File: config.mk
export PLATFORM = sky130hd
export DESIGN_NAME = pixel_array_sequencer
export DESIGN_NICKNAME = d
export VERILOG_FILES = /design/src/rtl/pixel_seq_pkg.sv /design/src/rtl/pixel_out_reg.sv /design/src/rtl/pixel_array_sequencer.sv
export SDC_FILE = /design/constraint.sdc
export NUM_CORES = 1
export LEC_CHECK = 0
export CAP_MARGIN = 20
export CORE_ASPECT_RATIO = 1.2
export CORE_MARGIN = 5
export CORE_UTILIZATION = 48
export CTS_CLUSTER_SIZE = 28
export DETAILED_ROUTE_END_ITERATION = 6
export PLACE_DENSITY = 0.74
export SLEW_MARGIN = 20
export SYNTH_ARGS = -nofsm -noshare
export SYNTH_HDL_FRONTEND = slang
export SYNTH_SLANG_ARGS = --single-unit
File: constraint.sdc
create_clock -name clk -period 2.4 [get_ports clk]
set_input_delay 0.6 -clock clk [delete_from_list [all_inputs] [get_ports clk]]
set_output_delay 0.6 -clock clk [all_outputs]
set_load 0.05 [all_outputs]
File: src/rtl/pixel_seq_pkg.sv
// pixel_seq_pkg
//   Shared definitions for the pixel array sequencer:
//   - state_t  : frame sequencer state encoding
//   - DEF_*    : default pixel code width and row count
//   - row_w()  : row-index width, never narrower than one bit
package pixel_seq_pkg;

    localparam int DEF_DATA_W   = 8;
    localparam int DEF_NUM_ROWS = 4;

    typedef enum logic [2:0] {
        IDLE,
        ERASE,
        EXPOSE,
        CONVERT,
        RD_SETUP,
        RD_HOLD,
        DONE
    } state_t;

    function automatic int row_w(input int n);
        return (n > 1) ? $clog2(n) : 1;
    endfunction

endpackage

File: src/rtl/pixel_out_reg.sv
// pixel_out_reg
//   Output capture register with valid/ready hold.
//   A load pulse captures din/rin and raises out_valid. The captured values
//   stay stable until the sink accepts (out_valid & out_ready), after which
//   out_valid drops on the following cycle.
// Ports
//   clk        in   clock, rising edge
//   reset      in   async, active-low
//   load       in   capture din/rin this cycle
//   din        in   DATA_W sample to capture
//   rin        in   ROWW row index to capture
//   out_ready  in   sink ready
//   out_data   out  captured sample
//   out_row    out  captured row index
//   out_valid  out  captured values valid
module pixel_out_reg #(
    parameter int DATA_W = 8,
    parameter int ROWW   = 2
) (
    input  logic              clk,
    input  logic              reset,
    input  logic              load,
    input  logic [DATA_W-1:0] din,
    input  logic [ROWW-1:0]   rin,
    input  logic              out_ready,
    output logic [DATA_W-1:0] out_data,
    output logic [ROWW-1:0]   out_row,
    output logic              out_valid
);

    always_ff @(posedge clk or negedge reset) begin
        if (!reset) begin
            out_data  <= '0;
            out_row   <= '0;
            out_valid <= 1'b0;
        end else if (load) begin
            out_data  <= din;
            out_row   <= rin;
            out_valid <= 1'b1;
        end else if (out_valid && out_ready) begin
            out_valid <= 1'b0;
        end
    end

endmodule

File: src/rtl/pixel_array_sequencer.sv
// pixel_array_sequencer
//   Frame sequencer and readout engine for an N-row pixel array:
//   ERASE -> EXPOSE -> CONVERT (ADC ramp) -> per-row read -> DONE, with
//   optional continuous-frame restart and valid/ready output back-pressure.
// Configuration
//   PIXSEQ_TESTPAT_EN : adds input test_pat; when high the row capture loads
//                       {frame counter, row} instead of pix_data.
// Ports
//   clk         in   clock, rising edge
//   reset       in   async, active-low
//   start       in   begin one frame (ignored while busy)
//   cont        in   restart next frame automatically, sampled in DONE
//   expose_len  in   exposure cycles, latched at frame start; 0 acts as 1
//   test_pat    in   (PIXSEQ_TESTPAT_EN only) select test pattern capture
//   erase       out  erase strobe
//   expose      out  expose strobe
//   convert     out  ramp/compare strobe
//   ramp_code   out  ADC ramp code
//   read        out  one-hot row-read strobes
//   pix_data    in   shared pixel data bus
//   out_data    out  captured row sample
//   out_row     out  row index of out_data
//   out_valid   out  output valid
//   out_ready   in   sink ready
//   busy        out  high outside IDLE
//   frame_done  out  one-cycle end-of-frame pulse
module pixel_array_sequencer
    import pixel_seq_pkg::*;
#(
    parameter int NUM_ROWS  = DEF_NUM_ROWS,
    parameter int DATA_W    = DEF_DATA_W,
    parameter int ERASE_CYC = 5,
    parameter int EXP_W     = 16,
    localparam int ROWW     = row_w(NUM_ROWS)
) (
    input  logic                clk,
    input  logic                reset,
    input  logic                start,
    input  logic                cont,
    input  logic [EXP_W-1:0]    expose_len,
`ifdef PIXSEQ_TESTPAT_EN
    input  logic                test_pat,
`endif
    output logic                erase,
    output logic                expose,
    output logic                convert,
    output logic [DATA_W-1:0]   ramp_code,
    output logic [NUM_ROWS-1:0] read,
    input  logic [DATA_W-1:0]   pix_data,
    output logic [DATA_W-1:0]   out_data,
    output logic [ROWW-1:0]     out_row,
    output logic                out_valid,
    input  logic                out_ready,
    output logic                busy,
    output logic                frame_done
);

    localparam int ERASE_W = $clog2(ERASE_CYC + 1);
    localparam int CNT_W   = (EXP_W > ERASE_W) ? EXP_W : ERASE_W;

    state_t            state_q, state_d;
    logic [CNT_W-1:0]  cnt_q;
    logic [EXP_W-1:0]  exp_last_q;
    logic [EXP_W-1:0]  exp_last_new;
    logic [ROWW-1:0]   row_q;
    logic [DATA_W-1:0] ramp_q;
    logic [DATA_W-1:0] cap_data;
    logic              last_row;
    logic              accept;
    logic              load;
    logic              latch_exp;

    // Store the final exposure count index so a zero length still gives one cycle.
    assign exp_last_new = (expose_len == '0) ? '0 : expose_len - EXP_W'(1);
    assign last_row     = (row_q == ROWW'(NUM_ROWS - 1));
    assign accept       = out_valid & out_ready;
    assign latch_exp    = ((state_q == IDLE) && start) || ((state_q == DONE) && cont);
    assign ramp_code    = ramp_q;

    always_comb begin
        state_d    = state_q;
        erase      = 1'b0;
        expose     = 1'b0;
        convert    = 1'b0;
        read       = '0;
        frame_done = 1'b0;
        load       = 1'b0;
        busy       = (state_q != IDLE);
        case (state_q)
            IDLE: begin
                if (start) state_d = ERASE;
            end
            ERASE: begin
                erase = 1'b1;
                if (cnt_q == CNT_W'(ERASE_CYC - 1)) state_d = EXPOSE;
            end
            EXPOSE: begin
                expose = 1'b1;
                if (cnt_q == CNT_W'(exp_last_q)) state_d = CONVERT;
            end
            CONVERT: begin
                convert = 1'b1;
                if (ramp_q == '1) state_d = RD_SETUP;
            end
            RD_SETUP: begin
                read[row_q] = 1'b1;
                load        = 1'b1;
                state_d     = RD_HOLD;
            end
            RD_HOLD: begin
                read[row_q] = 1'b1;
                if (accept) state_d = last_row ? DONE : RD_SETUP;
            end
            DONE: begin
                frame_done = 1'b1;
                state_d    = cont ? ERASE : IDLE;
            end
            default: state_d = IDLE;
        endcase
    end

    always_ff @(posedge clk or negedge reset) begin
        if (!reset) begin
            state_q    <= IDLE;
            cnt_q      <= '0;
            exp_last_q <= '0;
            row_q      <= '0;
            ramp_q     <= '0;
        end else begin
            state_q <= state_d;

            // Phase counter restarts on every state change and idles at zero
            // outside the timed phases, so it never wraps.
            if ((state_d != state_q) || !((state_q == ERASE) || (state_q == EXPOSE)))
                cnt_q <= '0;
            else
                cnt_q <= cnt_q + CNT_W'(1);

            if (latch_exp) exp_last_q <= exp_last_new;

            if ((state_q == CONVERT) && (state_d == CONVERT))
                ramp_q <= ramp_q + DATA_W'(1);
            else
                ramp_q <= '0;

            if ((state_q != RD_SETUP) && (state_q != RD_HOLD))
                row_q <= '0;
            else if ((state_q == RD_HOLD) && accept && !last_row)
                row_q <= row_q + ROWW'(1);
        end
    end

`ifdef PIXSEQ_TESTPAT_EN
    // Only the low DATA_W-ROWW bits of the frame counter ever reach out_data,
    // so the counter is kept at that width; wrap behaviour at the output is identical.
    localparam int FC_W = DATA_W - ROWW;
    logic [FC_W-1:0] frame_cnt_q;

    always_ff @(posedge clk or negedge reset) begin
        if (!reset)
            frame_cnt_q <= '0;
        else if (state_q == DONE)
            frame_cnt_q <= frame_cnt_q + FC_W'(1);
    end

    assign cap_data = test_pat ? {frame_cnt_q, row_q} : pix_data;
`else
    assign cap_data = pix_data;
`endif

    pixel_out_reg #(
        .DATA_W (DATA_W),
        .ROWW   (ROWW)
    ) u_out_reg (
        .clk       (clk),
        .reset     (reset),
        .load      (load),
        .din       (cap_data),
        .rin       (row_q),
        .out_ready (out_ready),
        .out_data  (out_data),
        .out_row   (out_row),
        .out_valid (out_valid)
    );

endmodule
==> flow_summary.toml, run 1 <==
[status]
status = "completed"

[clock_network]
cts_root_buf = "clkbuf_8"
cts_made_buffers = 5
clock_sinks = 56
htree_num_levels = 2
post_cts_buffers = 0
clk_latency_ns = 0.30
cts_resized = 0
hold_buffers = 0
clk_pin_slew_ns = 0.10
max-clock-path-buffers = 2
cts_tree = "built"

[timing]
maxSlewHeadroom_pct = 65.5
min_period_over_period_pct = 90.5
fin_skew_ns = 0.00520
worstMarginPinSlew_ns = 0.517
finalSetupViolCount = 0
maxSlewViolCount = 0
hold_viol = 0
rsz0062_at_grt = "no"
max_freq_mhz = 460
fin_crit_ns = 2.17

[global_routing]
grt_max_degree = 26
antenna_found_initial = 0
grt_overflow = 0
grt.total_usage_pct = 17.1
grt_pass1_vias = 2460
grt_pass1_wl_um = 11600

[pwr]
p_switching_mw = 0.345
powerDensity_nw_per_um2 = 419
power.internal_mw = 1.32
p_leak_nw = 1.66
comb_power_share_pct = 7.1
p_total_mw = 1.66
clkPwrFrac_pct = 36.3
pwr-share-seq_pct = 56.7
switching_share_pct = 20.7
ir_drop_mv = 0.261

[drt]
via_per_inst = 5.24
drt_iter0_drc = 77
ant_nets = 0
drc = 0
wl_per_cell_um = 13.6
vias = 2473
drt-pass1-iter-count = 4
routed_wirelength_um = 6440

[synth]
synthCells = 314
synth.distinct_cells = 42
synth_compound_area_share_pct = 6.32
synth_simple_gate_area_share_pct = 24.1
synth_area_um2 = 3090
syn_avg_cell_area_um2 = 9.83
synth_top_family_by_area = "simple AND/OR/NAND/NOR gates"
synth_top_area_share_pct = 45.4
yosysTopAreaCell = "dfrtp_1"
seq_area_frac_synth_pct = 45.4
ys_async_sr_fraction_pct = 100
ys_top_cells_by_area = "dfrtp_1 45%, xnor2_1 9.1%, xor2_1 4.5%, nor2_1 4.5%, mux2_2 3.6%"
ys_ff_latch = 56
synth_edf_count = 0
synth_xor_area_share_pct = 13.6
synth_mux_area_share_pct = 3.97
yosys.area_share.adder_pct = 3.24
yosys_most_used_dff = "dfrtp_1"
synth_nets = 351
yosys_warnings = 0

[setup_path]
cp.arrival_ns = 1.57
rr_worst_depth = 8
cp_slowest_cell = "clkdlybuf4s50_1"
r2r-start = "cnt_q[0]"
criticalPathCategory = "reg -> out"
path_delay_family = "buffers and inverters"
crit_fanout = 5
crit_start = "ramp_code[2]"
crit_chain = "clkdlybuf4s50_1"
critPathLaunchType = "register"
reg2reg_slack_ns = 0.46
r2r_end = "cnt_q[10]"
worst_path_largest_cell_delay_ns = 0.83
critPathBufInv = 1
crit_required_ns = 1.80
crit_path_end_kind = "output pin"

[floorplanning]
die_y_um = 97.9
start_util_pct = 48.5
dieArea_um2 = 8140
core_area_um2 = 6370
io_pins = 57
rows = 32
die_x_um = 83.2

[cells_and_area]
finish.utilization_pct = 62.4
most-common-layout-cells = "56 x dfrtp_1, 46 x clkdlybuf4s50_1, 37 x nor2_1"
n_antenna_cell = 0
fin_nets = 423
final_common_cell = "dfrtp_1"
drive_above_1_share_pct = 15.8
syn2layout_area_growth_pct = 28.6

[flow_run]
max_cap_violations = 0

[placement]
gp_congestion = 0.843
place_hpwl_um = 5140
numPortBuffers = 56

[worst_hold_path]
hold_path.class = "in -> async"
## final cells by class
cell class	count	area (um2)
sequential	56	1400
clock inverter	2	35.0
fill	542	2400
inverter	10	37.5
multi-input combinational	234	1580
tap	85	106
clock buffer	6	72.6
timing repair buffer	79	736
## stage by stage
stage	hold slack (ns)	setup TNS, ns	worst slack [ns]	cell area [um2]	instances
finish	0.248	0	0.228	3970	472
floorplan	0.304	0	0.276	3090	314
global placement	0.483	0	0.0260	3860	464
CTS	0.252	0	0.0131	3970	472
global route	0.286	0	0.154	3970	472
detailed placement	0.491	-0.0235	-0.0235	3860	464
## how the worst max path moves through the flow
stage	to	slack (ns)	depth (start not counted)
after global routing	ramp_code[2]	0.15	1
after detailed placement	exp_last_q[15]	-0.02	5
final	ramp_code[2]	0.23	1
after CTS	busy	0.01	2
after global placement	exp_last_q[15]	0.03	5
after floorplan	cnt_q[10]	0.28	7
## kinds of logic after synthesis
logic type	Yosys count
adder cells (fa/ha/maj)	8
multiplexers	11
AO/OA/AOI/OAI	27
XOR/XNOR	48
flip-flops	56
buffers and inverters	24
AND/OR/NAND/NOR	140
## synth_stat cells (3+ instances only)
| library cell | instances |
|---|---|
| o31ai_1 | 8 |
| nor4_1 | 3 |
| clkbuf_1 | 6 |
| o21ai_2 | 4 |
| and4_1 | 3 |
| nand2_1 | 28 |
| nand4_1 | 10 |
| nor2_1 | 37 |
| nor2b_1 | 4 |
| xor2_1 | 16 |
| buf_2 | 6 |
| o21ai_0 | 4 |
| inv_1 | 10 |
| or3_1 | 4 |
| dfrtp_1 | 56 |
| nand3_1 | 14 |
| mux2_2 | 10 |
| xnor2_1 | 32 |
| ha_1 | 8 |
| and3_1 | 4 |
| nor3_1 | 12 |
| a21oi_1 | 4 |
| and2_1 | 6 |
## registers in the layout (all words and copies together) (netlist names)
register,flops
exp_last_q,16
u_out_reg.out_data,8
state_q,3
ramp_code,8
u_out_reg.out_row,2
row_q,2
u_out_reg.out_valid,1
cnt_q,16
## layer usage
layer  GRT usage [%]  part of all wire [%]  up-vias
li1                -                     -     1220
met1            21.1                    41     1167
met2            29.1                    50       75
met3            4.39                   6.6       11
met4            6.29                   1.7        0
met5               0                     0        -
## power by group through the flow
| stage | clock network [mW] | registers, mW | logic (mW) |
|---|---|---|---|
| final | 0.603 | 0.943 | 0.118 |
| after global routing | 0.656 | 0.943 | 0.130 |
| after CTS | 0.617 | 0.943 | 0.120 |
| after detailed placement | 0 | 0.961 | 0.120 |
| after global placement | 0 | 0.961 | 0.117 |
| after floorplan | 0 | 0.962 | 0.0226 |
Power figures use the tool's default switching activity.
==> run 2, diff against run 1 <==
--- a/config.mk
+++ b/config.mk
@@ -9,6 +9,7 @@
 export CORE_ASPECT_RATIO = 1.2
 export CORE_MARGIN = 5
 export CORE_UTILIZATION = 48
+export CTS_CLUSTER_DIAMETER = 100
 export CTS_CLUSTER_SIZE = 28
 export DETAILED_ROUTE_END_ITERATION = 6
 export PLACE_DENSITY = 0.74
==> results of run 2 <==
Final layout, timing and power as in run 1 (identical DEF).
==> run 3, diff against run 2 <==
--- a/config.mk
+++ b/config.mk
@@ -10,7 +10,7 @@
 export CORE_MARGIN = 5
 export CORE_UTILIZATION = 48
 export CTS_CLUSTER_DIAMETER = 100
-export CTS_CLUSTER_SIZE = 28
+export CTS_CLUSTER_SIZE = 14
 export DETAILED_ROUTE_END_ITERATION = 6
 export PLACE_DENSITY = 0.74
 export SLEW_MARGIN = 20
==> results of run 3 <==
Final layout, timing and power as in run 1 (identical DEF).
